===== src/rtl/serial_add_ctrl.sv =====
// serial_add_ctrl: bit-serial add/subtract controller.
//
// Time-shares one full_add cell across a WIDTH-bit operand pair, LSB first,
// one bit per clock. Operands are latched on an accepted start, the running
// carry lives in a flop and the result is assembled in a shift register.
// The visible result (sum/cout/ovf) is committed only on entry to DONE, so
// a partially computed result is never visible.
//
// Ports:
//   clk    rising-edge clock
//   rst    synchronous, active-high reset
//   start  request, accepted in IDLE or DONE only
//   sub    0 = a_in + b_in + cin, 1 = a_in - b_in (cin ignored)
//   a_in   operand A, latched with start
//   b_in   operand B, latched with start
//   cin    carry-in for add, latched with start
//   busy   high while bits are being processed
//   done   one-cycle pulse, result valid
//   sum    result, held until the next operation's done
//   cout   carry out of MSB (for sub: 1 = no borrow)
//   ovf    two's-complement overflow

// One-bit full adder cell shared by the serial datapath.
module full_add (
    input  logic a,
    input  logic b,
    input  logic c1,
    output logic s,
    output logic c2
);

    assign s  = a ^ b ^ c1;
    assign c2 = (a & b) | (c1 & (a ^ b));

endmodule

module serial_add_ctrl #(
    parameter int unsigned WIDTH = 8
) (
    input  logic             clk,
    input  logic             rst,
    input  logic             start,
    input  logic             sub,
    input  logic [WIDTH-1:0] a_in,
    input  logic [WIDTH-1:0] b_in,
    input  logic             cin,
    output logic             busy,
    output logic             done,
    output logic [WIDTH-1:0] sum,
    output logic             cout,
    output logic             ovf
);

    localparam int unsigned CntW = (WIDTH > 1) ? $clog2(WIDTH) : 1;
    localparam logic [CntW-1:0] LastBit = CntW'(WIDTH - 1);

    typedef enum logic [1:0] {
        StIdle,
        StRun,
        StDone
    } state_e;

    state_e            state_q, state_d;
    logic [WIDTH-1:0]  a_sh_q, a_sh_d;
    logic [WIDTH-1:0]  b_sh_q, b_sh_d;
    logic              sub_q, sub_d;
    logic              carry_q, carry_d;
    logic [WIDTH-1:0]  res_q, res_d;
    logic [CntW-1:0]   cnt_q, cnt_d;
    logic              msb_cin_q, msb_cin_d;
    logic [WIDTH-1:0]  sum_q, sum_d;
    logic              cout_q, cout_d;

    logic fa_a, fa_b, fa_c1, fa_s, fa_c2;

    // Subtraction inverts B bit by bit; the +1 comes from the preloaded carry.
    assign fa_a  = a_sh_q[0];
    assign fa_b  = b_sh_q[0] ^ sub_q;
    assign fa_c1 = carry_q;

    full_add u_full_add (
        .a  (fa_a),
        .b  (fa_b),
        .c1 (fa_c1),
        .s  (fa_s),
        .c2 (fa_c2)
    );

    always_comb begin
        state_d   = state_q;
        a_sh_d    = a_sh_q;
        b_sh_d    = b_sh_q;
        sub_d     = sub_q;
        carry_d   = carry_q;
        res_d     = res_q;
        cnt_d     = cnt_q;
        msb_cin_d = msb_cin_q;
        sum_d     = sum_q;
        cout_d    = cout_q;

        case (state_q)
            StIdle, StDone: begin
                state_d = StIdle;
                if (start) begin
                    a_sh_d  = a_in;
                    b_sh_d  = b_in;
                    sub_d   = sub;
                    carry_d = sub ? 1'b1 : cin;
                    cnt_d   = '0;
                    state_d = StRun;
                end
            end
            StRun: begin
                res_d   = {fa_s, res_q[WIDTH-1:1]};
                a_sh_d  = a_sh_q >> 1;
                b_sh_d  = b_sh_q >> 1;
                carry_d = fa_c2;
                cnt_d   = cnt_q + CntW'(1);
                if (cnt_q == LastBit) begin
                    // Commit the finished result in one step.
                    msb_cin_d = fa_c1;
                    cout_d    = fa_c2;
                    sum_d     = {fa_s, res_q[WIDTH-1:1]};
                    cnt_d     = '0;
                    state_d   = StDone;
                end
            end
            default: state_d = StIdle;
        endcase
    end

    always_ff @(posedge clk) begin
        if (rst) begin
            state_q   <= StIdle;
            a_sh_q    <= '0;
            b_sh_q    <= '0;
            sub_q     <= 1'b0;
            carry_q   <= 1'b0;
            res_q     <= '0;
            cnt_q     <= '0;
            msb_cin_q <= 1'b0;
            sum_q     <= '0;
            cout_q    <= 1'b0;
        end else begin
            state_q   <= state_d;
            a_sh_q    <= a_sh_d;
            b_sh_q    <= b_sh_d;
            sub_q     <= sub_d;
            carry_q   <= carry_d;
            res_q     <= res_d;
            cnt_q     <= cnt_d;
            msb_cin_q <= msb_cin_d;
            sum_q     <= sum_d;
            cout_q    <= cout_d;
        end
    end

    // All outputs are decodes of flops only; no input-to-output path.
    assign busy = (state_q == StRun);
    assign done = (state_q == StDone);
    assign sum  = sum_q;
    assign cout = cout_q;
    assign ovf  = msb_cin_q ^ cout_q;

endmodule


===== config.mk =====
export PLATFORM = sky130hd
export DESIGN_NAME = serial_add_ctrl
export DESIGN_NICKNAME = d
export VERILOG_FILES = /design/src/rtl/serial_add_ctrl.sv
export SDC_FILE = /design/constraint.sdc
export NUM_CORES = 1
export LEC_CHECK = 0
export BUFFER_PORTS_ARGS = -buffer_cell sky130_fd_sc_hd__buf_2
export CORE_MARGIN = 3
export CORE_UTILIZATION = 48
export DETAILED_ROUTE_END_ITERATION = 10
export GPL_ROUTABILITY_DRIVEN = 0
export PLACE_DENSITY = 0.74
export SKIP_CTS_REPAIR_TIMING = 1
export SLEW_MARGIN = 10
export SYNTH_ARGS = -nofsm -noshare
export SYNTH_HDL_FRONTEND = slang
export SYNTH_HIERARCHICAL = 1
export SYNTH_SLANG_ARGS = --single-unit

===== constraint.sdc =====
create_clock -name clk -period 1.4 [get_ports clk]
set_clock_uncertainty 0.15 [all_clocks]
set_input_delay 0.07 -clock clk [delete_from_list [all_inputs] [get_ports clk]]
set_output_delay 0.07 -clock clk [all_outputs]
set_load 0.02 [all_outputs]

Word level (Yosys, flattened, before mapping)
Index checks and enable logic that the tools add are counted.
{ "word_totals": {"ff_bits": 41, "latch_bits": 0, "mem_bits_rw": 0, "romBits": 0, "input_bits": 21, "output_inout_bits": 12, "elab_cells": 42, "mem_count": 0} }
{ "classes": {"add_sub_neg": 1, "multipliers": 0, "div_mod_pow": 0, "order_cmp": 0, "eq_ne": 5, "n_shift": 0, "mux": 13, "n_bitwise": 7, "reduce_logical": 6} }
{ "ops": {"columns": ["operator", "count"], "rows": [
  ["8-bit one-hot mux with 2 select lines", 2],
  ["8-bit two-way mux", 2],
  ["3-bit two-way mux", 2],
  ["3-bit one-hot mux with 2 select lines", 1],
  ["2-bit AND reduction", 3],
  ["2-bit one-hot mux with 2 select lines", 1],
  ["1-bit XOR", 4],
  ["3-bit by 1-bit adder with 3-bit output, second input constant", 1],
  ["3-bit equality test, second input constant", 1],
  ["1-bit two-way mux", 3],
  ["1-bit AND", 2],
  ["2-bit by 1-bit equality test with 1-bit output, second input constant", 1],
  ["2-bit equality test, second input constant", 1],
  ["2-bit logical NOT", 1],
  ["2-bit two-way mux", 1],
  ["2-bit by 1-bit != test with 1-bit output, second input constant", 1],
  ["2-bit != test, second input constant", 1],
  ["1-bit one-hot mux with 2 select lines", 1],
  ["2-bit nonzero test", 1],
  ["2-bit OR reduction", 1],
  ["1-bit OR", 1]
]} }

Logic depth before layout (Yosys ltp)
Gate-level depths: netlist of the first run.
{ "depth": {"word_depth": 5, "depth_mapped": 6, "depth_no_buf": 5} }

Cells and area by module
The synthesis of the first run kept the hierarchy.
{ "modules_own_cells": {"columns": ["mod", "n_inst", "cells_each", "area_each_um2", "seq_area_each_um2"], "rows": [
  ["serial_add_ctrl", 1, 199, 1624.1, 800.8],
  ["full_add", 1, 1, 20.0, 0.0]
]} }

Worst setup path after synthesis of the first run
Ideal clock, no wire load.
{ "synth_timing": {"kind": "flip-flop to flip-flop", "start": "reg cnt_q[0]", "end": "reg cout_q (netlist: cout)", "setup_time_ns": 0.070, "t_arrival_ns": 1.270, "t_required_ns": 1.180, "setup_slack_ns": -0.091, "path_stages_with_launch": 7, "path_buffers": 1, "period_less_slack_ns": 1.491, "cell_sequence": "dfxtp_1 ha_1 ha_1 nand3b_1 clkbuf_1 nand2_1 a21oi_1"} }
{ "synth_via": {"elab_chain_len": 2} }
{ "synth_lines": {"columns": ["item", "line", "rtl"], "rows": [
  ["start: declaration", "69", "logic [CntW-1:0] cnt_q, cnt_d;"],
  ["start signal: assignment", "151", "cnt_q <= cnt_d;"],
  ["3-bit equality test", "119", "if (cnt_q == LastBit) begin"],
  ["2-bit AND reduction (no source line)", null, null],
  ["end signal: assignment", "154", "cout_q <= cout_d;"],
  ["end: declaration", "72", "logic cout_q, cout_d;"]
]} }
No other way between the ends.
A chain may end at the register's enable or synchronous reset.

Worst setup path in the final report of the first run
{ "layout_timing": {"start": "reg sub_q", "end": "reg sum_q[7] (netlist: sum[7])"} }
{ "layout_via": {"elab_chain_len": 3} }
{ "layout_lines": {"columns": ["item", "line", "rtl"], "rows": [
  ["start: declaration", "66", "logic sub_q, sub_d;"],
  ["start signal: assignment", "148", "sub_q <= sub_d;"],
  ["1-bit XOR", "78", "assign fa_b = b_sh_q[0] ^ sub_q;"],
  ["net fa_b", "74", "logic fa_a, fa_b, fa_c1, fa_s, fa_c2;"],
  ["1-bit XOR (2 in series)", "32", "assign s = a ^ b ^ c1;"],
  ["net fa_s", "74", null],
  ["end signal: assignment", "153", "sum_q <= sum_d;"],
  ["end: declaration", "71", "logic [WIDTH-1:0] sum_q, sum_d;"]
]} }
The timed path passes the listed nets, and every way through them passes these cells.

==> results of run 1 <==
layer usage:
| layer | global-route usage (%) | routed length (µm) | vias up |
|---|---|---|---|
| met2 | 27.1 | 1870 | 32 |
| li1 | - | - | 795 |
| met4 | 9.50 | 66 | 0 |
| met1 | 19.4 | 1750 | 722 |
| met3 | 4.51 | 143 | 8 |
| met5 | 0 | 0 | - |
state kept, by name, indices dropped and copies added (netlist names):
name       count
a_sh_q         8
b_sh_q         8
sum            8
res_q          7
cnt_q          3
state_q        2
carry_q        1
cout           1
msb_cin_q      1
sub_q          1
where the power goes:
group	switching [mW]	total (mW)	internal, mW	leakage [nW]
combinational	0.178	0.362	0.184	0.566
clock	0.363	0.611	0.248	0.0326
sequential	0.0397	1.24	1.20	0.329
total	0.580	2.21	1.63	0.928
cell usage in the layout (no fill, tap or decap):
master,synthesis,final
nand2b_4,0,1
nor2b_4,0,1
inv_8,0,1
nand2_1,58,56
a311oi_1,14,14
and2b_1,1,1
clkbuf_16,0,1
clkbuf_1,5,2
nand2_2,0,2
buf_12,0,4
clkbuf_8,0,1
buf_6,2,2
buf_4,7,7
dfxtp_2,0,3
clkbuf_4,0,5
or2b_4,0,1
nor2_1,17,17
dlygate4sd3_1,0,20
a31oi_1,2,2
or2b_2,1,1
a21oi_2,0,1
dfxtp_4,0,2
buf_2,2,31
xor2_1,2,2
a21oi_1,22,21
inv_4,0,1
nand3b_1,2,2
nand3_1,15,15
nor4b_1,1,1
fa_1,1,1
o21a_1,1,1
dfxtp_1,40,35
o21ai_0,1,1
ha_4,0,2
worst max-delay path: cells and delay by family (launching register included):
family,cells,cell delay (ns)
XOR/XNOR,1,0.21
AO/OA/AOI/OAI,1,0.06
AND/OR/NAND/NOR,1,0.09
adder cells (fa/ha/maj),1,0.46
flip-flops,1,0.37
final timing paths:
check	from	end
worst max-delay path	sub_q$_SDFFE_PP0P_	sum[7]$_SDFFE_PP0P_
worst min-delay path	sum[4]$_SDFFE_PP0P_	sum[4]$_SDFFE_PP0P_
worst max register to register	sub_q$_SDFFE_PP0P_	sum[7]$_SDFFE_PP0P_
worst min register to register	sum[4]$_SDFFE_PP0P_	sum[4]$_SDFFE_PP0P_
cell families (layout without fill, tap and decap cells):
logic type / count (synthesis) / count (layout) / synth area share (%)
AOI/OAI and AO/OA: 40 / 40 / 15.7
xor gates and xnor gates: 2 / 2 / 1.07
adders and majority gates: 3 / 3 / 2.74
buffers and inverters: 18 / 75 / 6.77
DFF: 40 / 40 / 48.7
and+or+nand+nor: 97 / 98 / 25.0
area by class of cell:
cell class / instances / area (µm²) / area share, %
clock buffer: 8 / 58.8 / 2.59
inverter: 1 / 11.3 / 0.496
multi-input combinational: 143 / 790 / 34.8
sequential: 40 / 812 / 35.8
tap: 44 / 55.1 / 2.43
timing repair buffer: 65 / 536 / 23.6
timing repair inverter: 1 / 6.26 / 0.276
synthesized netlist by cell type (2+ instances only):
library cell / count / area [µm²]
a311oi_1: 14 / 123
ha_1: 2 / 25.0
a21oi_1: 22 / 110
dfxtp_1: 40 / 801
nand3_1: 15 / 75.1
a31oi_1: 2 / 12.5
xor2_1: 2 / 17.5
nand3b_1: 2 / 15.0
buf_6: 2 / 22.5
clkbuf_1: 5 / 18.8
buf_2: 2 / 10.0
buf_4: 7 / 52.6
nand2_1: 58 / 218
nor2_1: 17 / 63.8
per-stage QoR:
stage	util [%]	TNS, ns	instances	setup slack [ns]	hold slack (ns)
6_report	71.9	-0.0812	302	-0.0478	0.306
3_3_place_gp	58.9	0	268	0.0140	0.166
2_1_floorplan	-	0	200	0.00464	0.0560
5_1_grt	71.9	-0.225	302	-0.0961	0.323
3_5_place_dp	58.9	-0.106	268	-0.0296	0.170
4_1_cts	60.8	-0.732	276	-0.284	-0.212
==> metrics.md, run 1 <==
| Metric | Value |
|---|---|
| DR pass1 iterations | 4 |
| Power Total | 2.21 mW |
| Initial antenna violation count | 0 |
| Ys flop type | dfxtp_1 |
| Largest fanout on the critical path | 2 |
| Row count | 20 |
| Worst EP required | 1.50 ns |
| Bufs on Longest Clock Path | 2 |
| Starting Density | 52.1% |
| Outcome | complete, but fails checks |
| Post-DR wirelength/cell | 12.7 µm |
| Synth warn | 6 |
| Measured slew at the worst slew-check pin | 0.236 ns |
| GRT Util Overall | 16.5% |
| Post-synth EDFFs | 0 |
| Cell Pwr Density | 973 nW/µm² |
| Startpoint Class | flip-flop |
| CP endpoint kind | flip-flop |
| Distinct cells, synth | 24 |
| R2r setup slk | -0.05 ns |
| Slew HR | 84.0% |
| Clock sinks | 40 |
| Post-route cell area | 2270 µm² |
| Hold path cells | 2 |
| Synth Instances | 200 |
| Worst-skew pair later-pin latency | 0.35 ns |
| Syn_nets | 224 |
| Ys async rst share | 0% |
| CTS clk-pin slew, worst paths | 0.11 ns |
| Crit path max-delay cell type | fa_1 |
| Final worst-path cycle share | 103% |
| Vias in the first global route | 1268 |
| Routed Antenna Nets | 0 |
| Die area | 4160 µm² |
| Share of cells above drive strength 1 | 26.0% |
| I/O Buffers | 32 |
| Placed Area | 1860 µm² |
| RSZ-0062 raised after global routing | yes |
| Worst R2R Path Depth | 4 |
| Overflow after GRT | 0 |
| Worst Hold Class | reg2reg |
| Crit path cell chain | xor2_1 > fa_1 > nand3_1 > a21oi_1 |
| Yosys reg bits | 40 |
| Max cap viols | 0 |
| Failing checks | negative setup slack |
| First-pass GRT wire length | 5400 µm |
| Leak | 0.928 nW |
| Nets@finish | 281 |
| Mapped Area | 1640 µm² |
| Arrival @ worst endpoint | 1.55 ns |
| Total CTS buffers | 5 |
| Max-slew violations | 0 |
| Initial DRC count | 123 |
| I/O pin count | 33 |
| Worst vdd ir | 0.521 mV |
| Register area share after synthesis | 48.7% |
| Final Setup Violations | 2 |
| Mean Syn Cell Area | 8.22 µm² |
| Min Tclk post-route | 1.45 ns |
| Crit-path max cell delay | 0.46 ns |
| Fillers | 269 |
| Total number of vias | 1557 |
| Core area | 3150 µm² |
| Antenna cells | 0 |
| Die height | 64.5 µm |
| Hpwl dp | 2040 µm |
| Crit Path Class | reg2reg |
| CTS tree | done |
| Largest net degree at the start of global routing | 41 |
| F_max | 691 MHz |
| Die Wd | 64.5 µm |
| Layout Area Growth over Synthesis | 38.0% |
| Final-report hold violation count | 0 |
| Final worst setup slack | -0.0478 ns |
| DR vias/cell | 5.16 |
| CTS Root Cell | clkbuf_4 |
| DRC errors left | 0 |
| Routed wire length | 3830 µm |
| H-tree Lvls | 2 |
(Power assumes the default switching activity.)
==> run 2: changes to the inputs <==
- GPL_ROUTABILITY_DRIVEN: 0 -> unset
- clock period: 1.4 -> 1.32 ns (I/O delays scaled with it)
==> run 2 against run 1 <==
Net effect:
- the run still ends with negative setup slack left
- clock power grew 30%
- critical path depth grew 1
- core utilization grew 6.3 points
- flip-flop and latch count is the same
- global-route usage grew 0.72 points
- die area is the same
- setup slack lost 0.11 ns
- cell count grew 1.3%
- register-to-register slack lost 0.11 ns
- critical path type unchanged
- critical endpoint is now a_sh_q[0]$_SDFFE_PP0P_
==> metrics.md, run 2 (synthesized netlist as in run 1, its figures left out) <==
| Metric | Value |
|---|---|
| Placed Cells | 272 (+1.5%) |
| Final worst-path cycle share | 112% (+8.6 points) |
| I/O pin count | 33 (unchanged) |
| Worst vdd ir | 0.687 mV (+32%) |
| Power Total | 2.57 mW (+17%) |
| Die height | 64.5 µm (unchanged) |
| Gp weighted congestion | 0.733 |
| Max cap viols | 0 (unchanged) |
| Row count | 20 (unchanged) |
| Die area | 4160 µm² (unchanged) |
| DRC errors left | 0 (unchanged) |
| Routed wire length | 4430 µm (+16%) |
| Routed Antenna Nets | 0 (unchanged) |
| CTS tree | done |
| Antenna cells | 0 (unchanged) |
| First-pass GRT wire length | 5510 µm (+2.1%) |
| Internal power | 1.89 mW (+16%) |
| Largest net degree at the start of global routing | 43 (+4.9%) |
| Arrival @ worst endpoint | 1.57 ns (+0.02 ns) |
| Worst-skew pair later-pin latency | 0.35 ns (about the same) |
| Share of cells above drive strength 1 | 39.7% (+14 points) |
| Fillers | 237 (-12%) |
| Cell Pwr Density | 1040 nW/µm² (+7.2%) |
| Crit Path Class | reg2reg |
| Failing checks | negative setup slack |
| Clock share of power | 31.0% (+3.3 points) |
| Total CTS buffers | 5 (unchanged) |
| Combinational power share | 18.1% (+1.7 points) |
| Initial DRC count | 106 (-14%) |
| Die Wd | 64.5 µm (unchanged) |
| Slew HR | 68.9% (-15 points) |
| Reg power frac | 51.0% (-5.0 points) |
| Starting Density | 52.1% (unchanged) |
| CP endpoint kind | flip-flop |
| Layout Area Growth over Synthesis | 50.0% |
| Total number of vias | 1646 (+5.7%) |
| Largest fanout on the critical path | 7 (+5) |
| Hpwl dp | 2220 µm (+8.6%) |
| Initial antenna violation count | 0 (unchanged) |
| Clock sinks | 40 (unchanged) |
| CTS Root Cell | clkbuf_4 |
| CTS clk-pin slew, worst paths | 0.12 ns (about the same) |
| F_max | 676 MHz (-2.1%) |
| Post-DR wirelength/cell | 14.5 µm (+14%) |
| Pre-CTS setup slack | -0.0711 ns (-0.0415 ns) |
| Commonest cells after routing, fill and taps aside | nand2_1 (38), dfxtp_1 (35), buf_2 (30) |
| Worst Hold Class | in2reg |
| I/O Buffers | 32 (unchanged) |
| GRT Util Overall | 17.3% (+0.72 points) |
| DR pass1 iterations | 4 (unchanged) |
| Core area | 3150 µm² (unchanged) |
| DR vias/cell | 5.38 (+4.3%) |
| H-tree Lvls | 2 (unchanged) |
| Overflow after GRT | 0 (unchanged) |
| Startpoint Class | flip-flop |
| Most common cell after layout, fill and taps aside | nand2_1 |
| RSZ-0062 raised after global routing | yes |
| Max-slew violations | 0 (unchanged) |
| Sequential Area | 810 µm² (-0.31%) |
| Final Setup Violations | 28 (+26) |
| Vias in the first global route | 1256 (-0.95%) |
| Min Tclk post-route | 1.48 ns (+0.0306 ns) |
| Outcome | complete, but fails checks |
| Leak | 1.01 nW (+9.3%) |
| Final-report hold violation count | 0 (unchanged) |
| Footprint of the multi-input gates | 940 µm² (+19%) |
| NetSw | 0.686 mW (+18%) |
| Measured slew at the worst slew-check pin | 0.467 ns (+0.231 ns) |
| Worst EP required | 1.41 ns (-0.09 ns) |
| Bufs on Longest Clock Path | 2 (unchanged) |
| Final worst setup slack | -0.158 ns (-0.111 ns) |
| Finished Layout Cells | 306 (+1.3%) |
| Nets@finish | 285 (+1.4%) |
| Switch share | 26.7% (+0.38 points) |
## run 2: cell types whose count changed in the layout (fill, tap and decap cells not counted), moves of 2 or more
cell | before | now
a21oi_1 | 21 | 18
buf_6 | 2 | 9
buf_12 | 4 | 1
buf_4 | 7 | 9
nand2_2 | 2 | 12
nand2_1 | 56 | 38
a311oi_1 | 14 | 5
clkinv_2 | 0 | 2
a311oi_2 | 0 | 9
nand2_4 | 0 | 8
a21oi_2 | 1 | 4
## run 2: power groups by stage
stage | Sequential [mW] | Combinational (mW) | Clock [mW]
floorplan | 1.32 | 0.214 | 0
global placement | 1.33 | 0.276 | 0
detailed placement | 1.33 | 0.281 | 0
CTS | 1.30 | 0.283 | 0.808
global route | 1.32 | 0.504 | 0.854
finish | 1.31 | 0.465 | 0.796
## run 2: per-stage QoR
stage	cell area, µm²	hold slack, ns	util [%]	setup TNS (ns)
floorplan	1660	0.0520	-	-0.0194
global placement	1860	0.161	59.1	-0.339
detailed placement	1860	0.170	59.1	-0.911
CTS	1940	-0.212	61.5	-2.10
global route	2470	0.0887	78.2	-2.80
finish	2470	0.0828	78.2	-1.28
## run 2: metal layers
metal  part of all wire [%]  wire length [µm]  GRT usage [%]  vias up
met4                    3.1               136           7.92        0
met2                     52              2310           29.3       46
met1                     41              1800           19.6      783
met3                    4.2               186           5.72       11
li1                       -                 -              -      806
met5                      0                 0              0        -
## run 2: worst max-delay path: stages (launching register included)
cell	delay, ns
dfxtp_4	0.39
buf_6	0.12
nor2b_4	0.16
buf_8	0.18
nand2_4	0.06
a311oi_2	0.30
## run 2: cell type report
type	instances	share of cell area (%)
Sequential cell	40	32.8
Clock inverter	2	1.42
Timing Repair inverter	1	0.203
Multi-Input combinational cell	142	38.1
Inverter	1	0.457
Timing Repair Buffer	70	23.1
Clock buffer	6	1.67
Tap cell	44	2.23
## run 2: final timing paths
check | cells past startpoint | endpoint | from | slack, ns
hold reg to reg | 2 | sum[1]$_SDFFE_PP0P_ | sum[1]$_SDFFE_PP0P_ | 0.30
hold / removal | 5 | a_sh_q[7]$_SDFFE_PP0P_ | start | 0.08
setup / recovery | 5 | a_sh_q[0]$_SDFFE_PP0P_ | state_q[0]$_SDFFE_PP0P_ | -0.16
setup reg to reg | 5 | a_sh_q[0]$_SDFFE_PP0P_ | state_q[0]$_SDFFE_PP0P_ | -0.16
